<file path="config.mk">
export PLATFORM = sky130hd
export DESIGN_NAME = revaluate_ctrl
export DESIGN_NICKNAME = d
export VERILOG_FILES = /design/src/rtl/revaluate_ctrl.sv
export SDC_FILE = /design/constraint.sdc
export NUM_CORES = 1
export LEC_CHECK = 0
export ABC_AREA = 1
export ABC_CLOCK_PERIOD_IN_PS = 1850
export CAP_MARGIN = 20
export CORE_MARGIN = 5
export CORE_UTILIZATION = 51
export CTS_BUF_LIST = sky130_fd_sc_hd__clkbuf_16
export DETAILED_ROUTE_END_ITERATION = 16
export GPL_TIMING_DRIVEN = 0
export HOLD_SLACK_MARGIN = 0.12
export PLACE_DENSITY = 0.78
export SETUP_SLACK_MARGIN = 0.1
export SLEW_MARGIN = 5
export SYNTH_ARGS = -nofsm -noshare
export SYNTH_HDL_FRONTEND = slang
export SYNTH_SLANG_ARGS = --single-unit
export TNS_END_PERCENT = 50
</file>
<file path="constraint.sdc">
create_clock -name clk -period 1.85 [get_ports clk]
set_clock_uncertainty 0.05 [all_clocks]
set_input_delay 0.37 -clock clk [delete_from_list [all_inputs] [get_ports clk]]
set_output_delay 0.37 -clock clk [all_outputs]
set_load 0.01 [all_outputs]
</file>
<file path="src/rtl/revaluate_ctrl.sv">
// rtl/revaluate_ctrl.sv - sequencing controller for the revaluate datapath
// Drives count/write one cell per clock, cross-checks datapath done, realigns counters after abort/error.
module revaluate_ctrl #(
  parameter int NUM_ITER = 1600,
  parameter int CNT_W    = 11
) (
  input  logic             clk,
  input  logic             rst,
  input  logic             start,
  input  logic             abort,
  input  logic             dp_done,
  input  logic             out_ack,
  output logic             dp_count,
  output logic             dp_write,
  output logic             ready,
  output logic             busy,
  output logic             out_valid,
  output logic             err,
  output logic [CNT_W-1:0] progress
);

  typedef enum logic [1:0] {S_IDLE, S_EXEC, S_DRAIN, S_DONE} state_t;

  localparam logic [CNT_W-1:0] LAST_CELL = CNT_W'(NUM_ITER - 1);
  localparam logic [CNT_W-1:0] SAT_CELL  = CNT_W'(NUM_ITER);

  state_t           state, state_nxt;
  logic [CNT_W-1:0] progress_q, progress_nxt, progress_inc;
  logic             err_q, err_nxt;
  logic             aborted_q, aborted_nxt;
  logic             last_cell;

  assign last_cell    = (progress_q == LAST_CELL);
  assign progress_inc = (progress_q == SAT_CELL) ? progress_q : progress_q + CNT_W'(1);

  always_ff @(posedge clk or posedge rst) begin
    if (rst) begin
      state      <= S_IDLE;
      progress_q <= '0;
      err_q      <= 1'b0;
      aborted_q  <= 1'b0;
    end else begin
      state      <= state_nxt;
      progress_q <= progress_nxt;
      err_q      <= err_nxt;
      aborted_q  <= aborted_nxt;
    end
  end

  always_comb begin
    state_nxt    = state;
    progress_nxt = progress_q;
    err_nxt      = err_q;
    aborted_nxt  = aborted_q;
    case (state)
      S_IDLE: begin
        if (start) begin
          state_nxt    = S_EXEC;
          progress_nxt = '0;
          err_nxt      = 1'b0;
          aborted_nxt  = 1'b0;
        end
      end
      S_EXEC: begin
        progress_nxt = progress_inc;
        // Abort on the last cell is dropped: the datapath is already at wrap.
        if (abort && !last_cell) begin
          state_nxt    = S_DRAIN;
          progress_nxt = '0;
          aborted_nxt  = 1'b1;
        end else if (last_cell) begin
          if (dp_done) begin
            state_nxt = S_DONE;
          end else begin
            state_nxt    = S_DRAIN;
            progress_nxt = '0;
            err_nxt      = 1'b1;
          end
        end else if (dp_done) begin
          state_nxt = S_DONE;
          err_nxt   = 1'b1;
        end
      end
      S_DRAIN: begin
        // progress doubles as the drain watchdog here
        progress_nxt = progress_inc;
        if (dp_done) begin
          state_nxt = aborted_q ? S_IDLE : S_DONE;
        end else if (last_cell) begin
          state_nxt = S_DONE;
          err_nxt   = 1'b1;
        end
      end
      S_DONE: begin
        if (out_ack) begin
          state_nxt = S_IDLE;
        end
      end
      default: state_nxt = S_IDLE;
    endcase
  end

  assign ready     = (state == S_IDLE);
  assign busy      = (state == S_EXEC) || (state == S_DRAIN);
  assign dp_write  = (state == S_EXEC);
  assign dp_count  = (state == S_EXEC) || (state == S_DRAIN);
  assign out_valid = (state == S_DONE);
  assign err       = (state == S_DONE) && err_q;
  assign progress  = progress_q;

endmodule

</file>
==> impl_metrics.csv <==
group,metric,value,unit
setup_path,critPathKind,"reg2out",
setup_path,cp_max_fo,4,
layout,drive_above_1_share,12.08,%
place,post-dp-hpwl,2.175,mm
outcome,status,"complete, no violations",
clocking,htreeDepth,1,
detailed_routing,avgRoutedWirePerCell,12.72,um
global_routing,use_met2,32.02,%
pwr,peakVddDrop,1.022,mV
worst_hold_path,hp-class,"in2async",
detailed_routing,vias,1201,
clocking,cts.sinks,15,
pwr,power.density,1191,mW/mm2
detailed_routing,viasPerCell,5.111,
clocking,root_buffer,"clkbuf_16",
global_routing,top_usage_layer,"met2",
setup_path,reg2reg_slack,180,ps
global_routing,grt_max_degree,16,
clocking,cts_buffers,3,
pwr,internal_power,1.135,mW
logic_synthesis,synth-seq-area-share,30.61,%
logic_synthesis,synth_area_leaders,"dfrtp_1 31%, nand2_1 18%, inv_1 10%",
sta,slew_violations,0,
pwr,p_leak,0.8503,nW
floorplanning,dieArea,0.003485,mm2
clocking,clock_latency,240,ps
layout,fin_cells,235,
sta,tightest_slew,574.6,ps
logic_synthesis,ys.flop_type,"dfrtp_1",
clocking,hold_buffers,0,
pwr,swShare,41.07,%
sta,fin_hold_ws,431.3,ps
sta,setup_viol,0,
logic_synthesis,yosys_warnings,0,
setup_path,crit_path_start_kind,"flip-flop",
detailed_routing,drc,0,
clocking,cts_tree,"done",
run,max-cap-violations,0,
layout,fillers,194,
logic_synthesis,synth_top_cell_area_share,30.61,%
sta,max_freq,559.2,MHz
detailed_routing,antenna_left,0,
global_routing,grt_use_met3,3.050,%
pwr,pwr-share-clk,21.6,%
pwr,total_power,1.926,mW
floorplanning,ios,23,
setup_path,reg2reg_from,"progress[1]",
setup_path,worstPathArrival,1370,ps
global_routing,antenna_found_initial,0,
floorplanning,die_w,59.04,um
logic_synthesis,yosysMostFrequentCell,"nand2_1",
place,pre_cts_ws,-48.20,ps
place,io_buffers,22,
sta,relSlewSlack,61.65,%
sta,fin_ws,61.71,ps
logic_synthesis,synth_area,0.001226,mm2
floorplanning,core_area,0.002255,mm2
logic_synthesis,avgSynthCellArea,6.850,um2
logic_synthesis,postSynthCellCount,179,
place,dpl.cell_count,229,
sta,rsz0062_at_grt,"yes",
global_routing,grt_util_met1,24.04,%
floorplanning,initial_core_util,54.38,%
logic_synthesis,yosys-top-cells-count,"59 x nand2_1, 33 x inv_1, 16 x nand3_1, 15 x dfrtp_1, 11 x nor2_1",
setup_path,reg2reg_depth,10,
setup_path,crit_start,"state[1]",
setup_path,critPathRequiredTime,1430,ps
logic_synthesis,async_flop_share,100.0,%
sta,final_hold_viol_count,0,
setup_path,cpPeakStageDelay,390,ps
logic_synthesis,synth.distinct_cells,24,
layout,antenna-diode-count,0,
clocking,cts.path.max_buffers,2,
setup_path,crit_chain,"inv_2, ha_4, buf_4, dlygate4sd2_1",
sta,fin_crit_sh,96.66,%
pwr,p_sw,0.7909,mW
global_routing,grt_first_pass_wirelength,5.112,mm
global_routing,grt-ovfl-total,0,
detailed_routing,first_pass_iters,4,
logic_synthesis,synth_top_area_cell,"dfrtp_1",
global_routing,grt_pass1_vias,1189,
floorplanning,rows,17,
clocking,cts.clk_slew.worst_paths,50,ps
logic_synthesis,synth_edf_count,0,
pwr,pwr-share-comb,56.1,%
setup_path,end_kind,"output port",
setup_path,reg2reg_to,"progress[5]",
layout,area_delta_synth_final,31.84,%
sta,fin_crit,1788,ps
global_routing,track_usage,18.94,%
layout,num-nets-final,220,
pwr,power_frac_seq,22.3,%
place,globalplace.congestion,0.8471,
logic_synthesis,synthesis.nets,191,
setup_path,slowest_stage,"dfrtp_1",
floorplanning,die_h,59.04,um
detailed_routing,drt-total-wl,2.990,mm
detailed_routing,drt_iter0_markers,38,
logic_synthesis,yosys_register_bits,15,
-- power groups by stage --
stage,clock [mW],combinational (mW),sequential (mW)
2_1_floorplan,0,0.684,0.432
3_3_place_gp,0,0.993,0.437
3_5_place_dp,0,1.01,0.443
4_1_cts,0.428,1.09,0.424
5_1_grt,0.442,1.22,0.435
6_report,0.415,1.08,0.430
-- sequential cells by signal, indices dropped and copies added, names as in the netlist --
name       cells
err_q          1
aborted_q      1
state          2
progress      11
-- worst max-delay path, delay by kind of cell (launching register included) --
| family | cells | cell delay, ps |
|---|---|---|
| buf+inv | 3 | 510 |
| flops | 1 | 390 |
| fa+ha+maj | 1 | 220 |
-- layout make-up --
class / instances / area [um2] / share of cell area, %
Buffer: 4 / 33.78 / 2.090
Sequential cell: 15 / 376.6 / 23.30
Inverter: 33 / 123.9 / 7.663
Clock inverter: 1 / 3.754 / 0.2322
Tap cell: 28 / 35.03 / 2.167
Clock buffer: 3 / 75.07 / 4.644
Timing Repair Buffer: 24 / 232.7 / 14.40
Multi-Input combinational cell: 127 / 735.7 / 45.51
-- cell usage in the layout, fill, tap and decap left out, types with 3 or more instances in the layout --
master	n
nand2_1	59
inv_1	33
nand3_1	16
clkdlybuf4s50_1	16
dfrtp_1	14
nor2_1	10
xor2_1	7
nand4_1	6
nand3_2	5
nor3_1	4
dlygate4sd2_1	4
ha_4	3
buf_4	3
clkbuf_16	3
-- layer usage --
layer	wire [um]	part of all wire, %
met1	1373	46
met2	1431	48
met3	118	3.9
met4	67	2.2
met5	0	0
-- stage by stage --
step	utilization, %	TNS, ps	instance area [um2]
global placement	65.70	-30.80	1481
CTS	70.98	0	1600
floorplan	-	0	1226
detailed placement	65.70	-48.20	1481
global route	71.70	0	1617
finish	71.70	0	1617
-- logic make-up (layout without fill, tap and decap cells) --
group	Yosys count	in the layout	share of synthesized area [%]
and+or+nand+nor	108	108	42.25
buffers and inverters	37	65	12.86
DFF	15	15	30.61
xor gates and xnor gates	8	8	5.715
adders and majority gates	6	6	6.122
AOI/OAI and AO/OA	5	5	2.449
-- timing repair --
action                     4_1_cts  5_1_grt
setup buffers                    2        0
resized for setup               12        4
setup endpoints to repair       18       19
-- worst max-delay path by stage --
stage,end,cells past startpoint
2_1_floorplan,progress[5],9
3_3_place_gp,dp_count,4
3_5_place_dp,dp_count,4
4_1_cts,ready,3
5_1_grt,dp_count,4
6_report,dp_count,4
(Power assumes the default switching activity.)
